`config.mk`:
```
export PLATFORM = sky130hd
export DESIGN_NAME = mini_cpu_control_unit
export DESIGN_NICKNAME = d
export VERILOG_FILES = /design/src/rtl/mini_cpu_pkg.sv /design/src/rtl/mini_cpu_button_edge.sv /design/src/rtl/mini_cpu_control_unit.sv
export SDC_FILE = /design/constraint.sdc
export NUM_CORES = 1
export LEC_CHECK = 0
export CORE_MARGIN = 8
export CORE_UTILIZATION = 31
export DETAILED_ROUTE_END_ITERATION = 8
export SETUP_SLACK_MARGIN = 0.1
export SLEW_MARGIN = 20
export SYNTH_ARGS = -nofsm -noshare
export SYNTH_HDL_FRONTEND = slang
export SYNTH_SLANG_ARGS = --single-unit
export TNS_END_PERCENT = 30
```
`constraint.sdc`:
```
create_clock -name clk -period 2.56 [get_ports clk]
set_clock_uncertainty 0.15 [all_clocks]
set_input_delay 0.384 -clock clk [delete_from_list [all_inputs] [get_ports clk]]
set_output_delay 0.384 -clock clk [all_outputs]
set_load 0.05 [all_outputs]
```
`src/rtl/mini_cpu_pkg.sv`:
```
// Shared constants for the mini-CPU control slice: opcodes, FSM state encodings and default widths.
package mini_cpu_pkg;

    localparam int DATA_W_DEF = 16;
    localparam int ADDR_W_DEF = 4;

    localparam logic [2:0] OP_LOAD    = 3'b000;
    localparam logic [2:0] OP_ADD     = 3'b001;
    localparam logic [2:0] OP_ADDI    = 3'b010;
    localparam logic [2:0] OP_SUB     = 3'b011;
    localparam logic [2:0] OP_SUBI    = 3'b100;
    localparam logic [2:0] OP_MUL     = 3'b101;
    localparam logic [2:0] OP_CLEAR   = 3'b110;
    localparam logic [2:0] OP_DISPLAY = 3'b111;

    typedef enum logic [2:0] {
        ST_OFF    = 3'd0,
        ST_FETCH  = 3'd1,
        ST_DECODE = 3'd2,
        ST_EXEC   = 3'd3,
        ST_WRITE  = 3'd4,
        ST_SHOW   = 3'd5
    } state_t;

    // Opcodes LOAD..MUL write their result back to the register file.
    function automatic logic writes_ram(input logic [2:0] op);
        return (op <= OP_MUL);
    endfunction

endpackage

```
`src/rtl/mini_cpu_button_edge.sv`:
```
// Active-low button front end: 2-FF synchroniser, optional filter (MINI_CPU_DEBOUNCE_EN), release pulse.
module mini_cpu_button_edge
`ifdef MINI_CPU_DEBOUNCE_EN
#(
    parameter int DEBOUNCE_CYCLES = 16
)
`endif
(
    input  logic clk,
    input  logic rst,
    input  logic btn,
    output logic rel
);

    logic sync1_r;
    logic sync2_r;
    logic level_s;
    logic prev_r;

    // Two-stage synchroniser; idles high so reset never looks like a release.
    always_ff @(posedge clk) begin
        if (rst) begin
            sync1_r <= 1'b1;
            sync2_r <= 1'b1;
        end else begin
            sync1_r <= btn;
            sync2_r <= sync1_r;
        end
    end

`ifdef MINI_CPU_DEBOUNCE_EN
    localparam int CW = (DEBOUNCE_CYCLES > 1) ? $clog2(DEBOUNCE_CYCLES) : 1;
    localparam logic [CW-1:0] CNT_LAST = CW'(DEBOUNCE_CYCLES - 1);

    logic          stable_r;
    logic [CW-1:0] cnt_r;

    // Accept a new level only after it has been seen on DEBOUNCE_CYCLES consecutive samples.
    always_ff @(posedge clk) begin
        if (rst) begin
            stable_r <= 1'b1;
            cnt_r    <= '0;
        end else if (sync2_r == stable_r) begin
            cnt_r    <= '0;
        end else if (cnt_r == CNT_LAST) begin
            stable_r <= sync2_r;
            cnt_r    <= '0;
        end else begin
            cnt_r    <= cnt_r + {{(CW-1){1'b0}}, 1'b1};
        end
    end

    assign level_s = stable_r;
`else
    assign level_s = sync2_r;
`endif

    // Previous accepted level for 0->1 (release) detection.
    always_ff @(posedge clk) begin
        if (rst) begin
            prev_r <= 1'b1;
        end else begin
            prev_r <= level_s;
        end
    end

    assign rel = level_s & ~prev_r;

endmodule

```
`src/rtl/mini_cpu_control_unit.sv`:
```
// Mini-CPU control unit: button handling, instruction sequencing, RAM/ALU/LCD control.
// Build option MINI_CPU_DEBOUNCE_EN adds a level filter on both buttons.
module mini_cpu_control_unit
    import mini_cpu_pkg::*;
#(
    parameter int DATA_W = DATA_W_DEF,
    parameter int ADDR_W = ADDR_W_DEF
`ifdef MINI_CPU_DEBOUNCE_EN
    , parameter int DEBOUNCE_CYCLES = 16
`endif
) (
    input  logic              clk,
    input  logic              rst,
    input  logic              ligar,
    input  logic              enviar,
    input  logic [2:0]        opcode,
    input  logic [ADDR_W-1:0] addr1,
    input  logic [ADDR_W-1:0] addr2,
    input  logic [6:0]        addr3OuImm,
    input  logic [DATA_W-1:0] alu_result,
    input  logic              lcd_busy,
    output logic [ADDR_W-1:0] ram_raddr1,
    output logic [ADDR_W-1:0] ram_raddr2,
    output logic              ram_we,
    output logic [ADDR_W-1:0] ram_waddr,
    output logic [DATA_W-1:0] ram_wdata,
    output logic              ram_clr,
    output logic [2:0]        alu_op,
    output logic [6:0]        alu_imm,
    output logic              lcd_valid,
    output logic [2:0]        lcd_op,
    output logic [ADDR_W-1:0] lcd_addr,
    output logic [DATA_W-1:0] lcd_value,
    output logic              cpu_on
);

    state_t            state_r;
    state_t            state_nxt_s;
    logic              ligar_rel_s;
    logic              enviar_rel_s;
    logic [2:0]        op_r;
    logic [ADDR_W-1:0] a1_r;

`ifdef MINI_CPU_DEBOUNCE_EN
    mini_cpu_button_edge #(.DEBOUNCE_CYCLES(DEBOUNCE_CYCLES)) u_ligar_edge (
        .clk(clk), .rst(rst), .btn(ligar), .rel(ligar_rel_s)
    );
    mini_cpu_button_edge #(.DEBOUNCE_CYCLES(DEBOUNCE_CYCLES)) u_enviar_edge (
        .clk(clk), .rst(rst), .btn(enviar), .rel(enviar_rel_s)
    );
`else
    mini_cpu_button_edge u_ligar_edge (
        .clk(clk), .rst(rst), .btn(ligar), .rel(ligar_rel_s)
    );
    mini_cpu_button_edge u_enviar_edge (
        .clk(clk), .rst(rst), .btn(enviar), .rel(enviar_rel_s)
    );
`endif

    // State register.
    always_ff @(posedge clk) begin
        if (rst) begin
            state_r <= ST_OFF;
        end else begin
            state_r <= state_nxt_s;
        end
    end

    // Next-state logic; power toggling overrides everything, including a same-cycle send.
    always_comb begin
        state_nxt_s = state_r;
        if (ligar_rel_s) begin
            if (state_r == ST_OFF) begin
                state_nxt_s = ST_FETCH;
            end else begin
                state_nxt_s = ST_OFF;
            end
        end else begin
            case (state_r)
                ST_OFF:    state_nxt_s = ST_OFF;
                ST_FETCH: begin
                    if (enviar_rel_s) begin
                        state_nxt_s = ST_DECODE;
                    end else begin
                        state_nxt_s = ST_FETCH;
                    end
                end
                ST_DECODE: state_nxt_s = ST_EXEC;
                ST_EXEC:   state_nxt_s = ST_WRITE;
                ST_WRITE:  state_nxt_s = ST_SHOW;
                ST_SHOW: begin
                    if (lcd_busy) begin
                        state_nxt_s = ST_SHOW;
                    end else begin
                        state_nxt_s = ST_FETCH;
                    end
                end
                default:   state_nxt_s = ST_OFF;
            endcase
        end
    end

    // Registered outputs, updated on the edge that enters the state they belong to.
    always_ff @(posedge clk) begin
        if (rst) begin
            ram_raddr1 <= '0;
            ram_raddr2 <= '0;
            ram_we     <= 1'b0;
            ram_waddr  <= '0;
            ram_wdata  <= '0;
            ram_clr    <= 1'b0;
            alu_op     <= 3'd0;
            alu_imm    <= 7'd0;
            lcd_valid  <= 1'b0;
            lcd_op     <= 3'd0;
            lcd_addr   <= '0;
            lcd_value  <= '0;
            cpu_on     <= 1'b0;
            op_r       <= 3'd0;
            a1_r       <= '0;
        end else begin
            ram_we  <= 1'b0;
            ram_clr <= 1'b0;
            if ((state_r != ST_OFF) && (state_nxt_s == ST_OFF)) begin
                cpu_on    <= 1'b0;
                lcd_valid <= 1'b0;
            end else begin
                case (state_r)
                    ST_OFF: begin
                        if (state_nxt_s == ST_FETCH) begin
                            cpu_on  <= 1'b1;
                            ram_clr <= 1'b1;
                        end
                    end
                    ST_FETCH: begin
                        if (state_nxt_s == ST_DECODE) begin
                            op_r       <= opcode;
                            a1_r       <= addr1;
                            ram_waddr  <= addr1;
                            ram_raddr1 <= (opcode == OP_DISPLAY) ? addr1 : addr2;
                            ram_raddr2 <= ADDR_W'(addr3OuImm[6:3]);
                            alu_op     <= opcode;
                            alu_imm    <= addr3OuImm;
                        end
                    end
                    ST_EXEC: begin
                        ram_wdata <= alu_result;
                        if (writes_ram(op_r)) begin
                            ram_we <= 1'b1;
                        end else if (op_r == OP_CLEAR) begin
                            ram_clr <= 1'b1;
                        end
                    end
                    ST_WRITE: begin
                        // For DISPLAY the ALU passes RAM port-1 data, so ram_wdata already holds it.
                        lcd_valid <= 1'b1;
                        lcd_op    <= op_r;
                        lcd_addr  <= a1_r;
                        lcd_value <= (op_r == OP_CLEAR) ? '0 : ram_wdata;
                    end
                    ST_SHOW: begin
                        if (!lcd_busy) begin
                            lcd_valid <= 1'b0;
                        end
                    end
                    default: begin
                        lcd_valid <= 1'b0;
                    end
                endcase
            end
        end
    end

endmodule
```
==> metrics.md <==
| Metric | Value |
|---|---|
| Die Height | `109 um` |
| Worst-path maximum fanout | `18` |
| Placed insts | `502` |
| Seq/Total Area, Yosys | `0.520` |
| Slew HR | `0.490` |
| Fin cells | `518` |
| Vias | `2476` |
| Setup Fix Bufs, Post-CTS | `0` |
| Syn Nets | `348` |
| # diodes | `0` |
| WP data arrival | `2.33 ns` |
| Pre-CTS setup slack | `0.325 ns` |
| # rows | `34` |
| Final Power | `2200 uW` |
| Syn avg cell area | `8.75 um2` |
| Vias/cell | `4.78` |
| Synth async-reset ratio | `0` |
| Die Span X | `109 um` |
| Root buffer cell | `clkbuf_8` |
| Most frequent cells in the layout | `clkdlybuf4s50_1 (102), dfxtp_1 (70), nand2_1 (62)` |
| CP Class | `flip-flop to flip-flop` |
| Max Slew Vio Count | `0` |
| Setup TNS | `0 ns` |
| Post-synth top flop | `dfxtp_1` |
| Power per cell area | `544 nW/um2` |
| NumNets Final | `445` |
| Congestion Overflow GR | `0` |
| DRT Pass-1 Iters | `4` |
| Post-CTS Hold Buffers | `0` |
| Final worst-path cycle share | `0.880` |
| CP Launch Point | `state_r[1]$_SDFF_PP0_` |
| Initial antenna violation count | `0` |
| Clock-pin slew on the worst setup and hold paths | `0.07 ns` |
| Worst Hold Class | `flip-flop to flip-flop` |
| Worst hold path startpoint | `u_ligar_edge.sync1_r$_SDFF_PP1_` |
| Yosys warnings | `0` |
| Total GRT Usage | `0.130` |
| Number of global-route vias before repair | `2468` |
| Final ANT Viol Nets | `0` |
| CP Launch Type | `flip-flop` |
| Largest net degree at the start of global routing | `27` |
| Share of cells above drive strength 1 | `0.0780` |
| Layout filler cell count | `831` |
| Area growth, synth to finish | `50.0%` |
| CP Capture Type | `flip-flop` |
| Reg-to-reg setup timing slack | `0.31 ns` |
| Wirelength per Cell | `15.0 um` |
| Io pins | `104` |
| Post-synth EDFFs | `0` |
| Netlist cell types | `36` |
| Final setup fails | `0` |
| CTS resizes | `0` |
| Hold path depth | `1` |
| Crit Reg-Reg Endpoint | `ram_wdata[3]$_SDFFE_PP0P_` |
| Pleak | `0.00135 uW` |
| Max Cap Viol | `0` |
| Status | `finished, final reports clean` |
| Core area | `8590 um2` |
| WP data required | `2.63 ns` |
| Final worst slack | `0.308 ns` |
| Worst VDD drop | `0.000228 V` |
| Min-Delay Endpoint | `u_ligar_edge.level_s$_SDFF_PP1_` |
| Fmax | `0.444 GHz` |
| Final wirelength | `7780 um` |
| Cts bufs inserted | `9` |
| RSZ-0062 raised after global routing | `no` |
| Clk sink count | `70` |
| H-tree depth | `3` |
| Die Area | `11900 um2` |
| Port Buffer Count | `103` |
| Routability-driven placement congestion ratio | `0.832` |
| Post-Synthesis Cell Area | `2700 um2` |
| Tightest Pin Transition | `0.763 ns` |
| Final Hold Viols | `0` |
| First-pass GRT wire length | `12400 um` |
| Initial Util | `0.314` |
| Commonest non-fill, non-tap cell in the layout | `clkdlybuf4s50_1` |
| Starting DRT DRC Count | `58` |
| CTS tree | `yes` |
| Synth Instances | `308` |
| Latest clock arrival within the worst-skew pair | `0.33 ns` |
| Crit path time final | `2.25 ns` |
| Yosys reg bits | `70` |
| Final HPWL DP | `5600 um` |
| R2R cell count | `7` |
| Clock Tree Buf Depth | `2` |
| R2r startpoint | `state_r[1]$_SDFF_PP0_` |
| DRC errors left | `0` |
-- routing by layer --
metal / share of wire / wire length, um / up-vias / global-route usage
li1: - / - / 1235 / -
met1: 0.43 / 3360 / 1161 / 0.156
met2: 0.49 / 3820 / 69 / 0.212
met3: 0.060 / 467 / 11 / 0.0390
met4: 0.016 / 127 / 0 / 0.0588
met5: 0 / 0 / - / 0
-- flip-flops by register name, summed over array words and instances, names as in the netlist, 3 cells and up --
| register | flops |
|---|---|
| lcd_value | 16 |
| ram_wdata | 16 |
| a1_r | 4 |
| lcd_addr | 4 |
| ram_raddr1 | 4 |
| ram_raddr2 | 4 |
| alu_imm | 3 |
| lcd_op | 3 |
| op_r | 3 |
| state_r | 3 |
-- cell families (layout without fill, tap and decap cells) --
| logic type | count (synthesis) | count (layout) | share of synthesized area |
|---|---|---|---|
| AOI/OAI and AO/OA | 54 | 54 | 0.108 |
| adders and majority gates | 1 | 1 | 0.00464 |
| buffers and inverters | 30 | 132 | 0.0575 |
| DFF | 70 | 70 | 0.520 |
| muxes | 20 | 20 | 0.0742 |
| and+or+nand+nor | 133 | 133 | 0.236 |
-- stage by stage --
step                      hold WS [ns]  utilization  area [um2]
after floorplan                  0.233            -        2700
after global placement           0.244        0.445        3820
after detailed placement         0.253        0.445        3820
after CTS                        0.273        0.471        4040
after global routing             0.290        0.471        4040
final                            0.265        0.471        4040
-- where the power goes --
group / switching [uW] / leakage (uW) / internal, uW
sequential: 2.27 / 0.000565 / 1090
clock: 421 / 0.000110 / 578
combinational: 40.9 / 0.000674 / 63.5
total: 464 / 0.00135 / 1730
-- critical path, stage by stage, from the launching register on --
cell,delay (ns)
dfxtp_1,0.44
inv_1,0.15
ha_1,0.38
buf_4,0.18
nor4_2,0.34
buf_12,0.22
mux2i_1,0.21
nor2_1,0.05
-- worst max path at each step --
stage,depth (start not counted),end
4_1_cts,7,ram_wdata[3]$_SDFFE_PP0P_
5_1_grt,7,ram_wdata[12]$_SDFFE_PP0P_
3_3_place_gp,7,ram_wdata[7]$_SDFFE_PP0P_
3_5_place_dp,7,ram_wdata[11]$_SDFFE_PP0P_
6_report,7,ram_wdata[3]$_SDFFE_PP0P_
2_1_floorplan,7,ram_wdata[10]$_SDFFE_PP0P_
-- synthesized netlist by cell type, types with 3 or more instances --
library cell  instances  area share
a211oi_1              4       0.011
a21oi_1              41       0.076
buf_2                 7       0.013
buf_4                 5       0.014
clkbuf_1             11       0.015
dfxtp_1              70        0.52
inv_1                 3      0.0042
mux2i_1              20       0.074
nand2_1              62       0.086
nand2b_1              3      0.0070
nand3_1              19       0.035
nor2_1               23       0.032
nor2b_1               4      0.0093
nor3_1                4      0.0074
o21ai_0               4      0.0074
or2_1                 5       0.012
-- cell type report --
class                      instances  area (um2)  area share
inverter                           5        18.8     0.00464
tap                              108         135      0.0334
timing repair buffer             111        1110       0.275
clock buffer                      11         141      0.0350
sequential                        70        1400       0.347
multi-input combinational        208        1150       0.286
clock inverter                     5        81.3      0.0201
(Power assumes the default switching activity.)
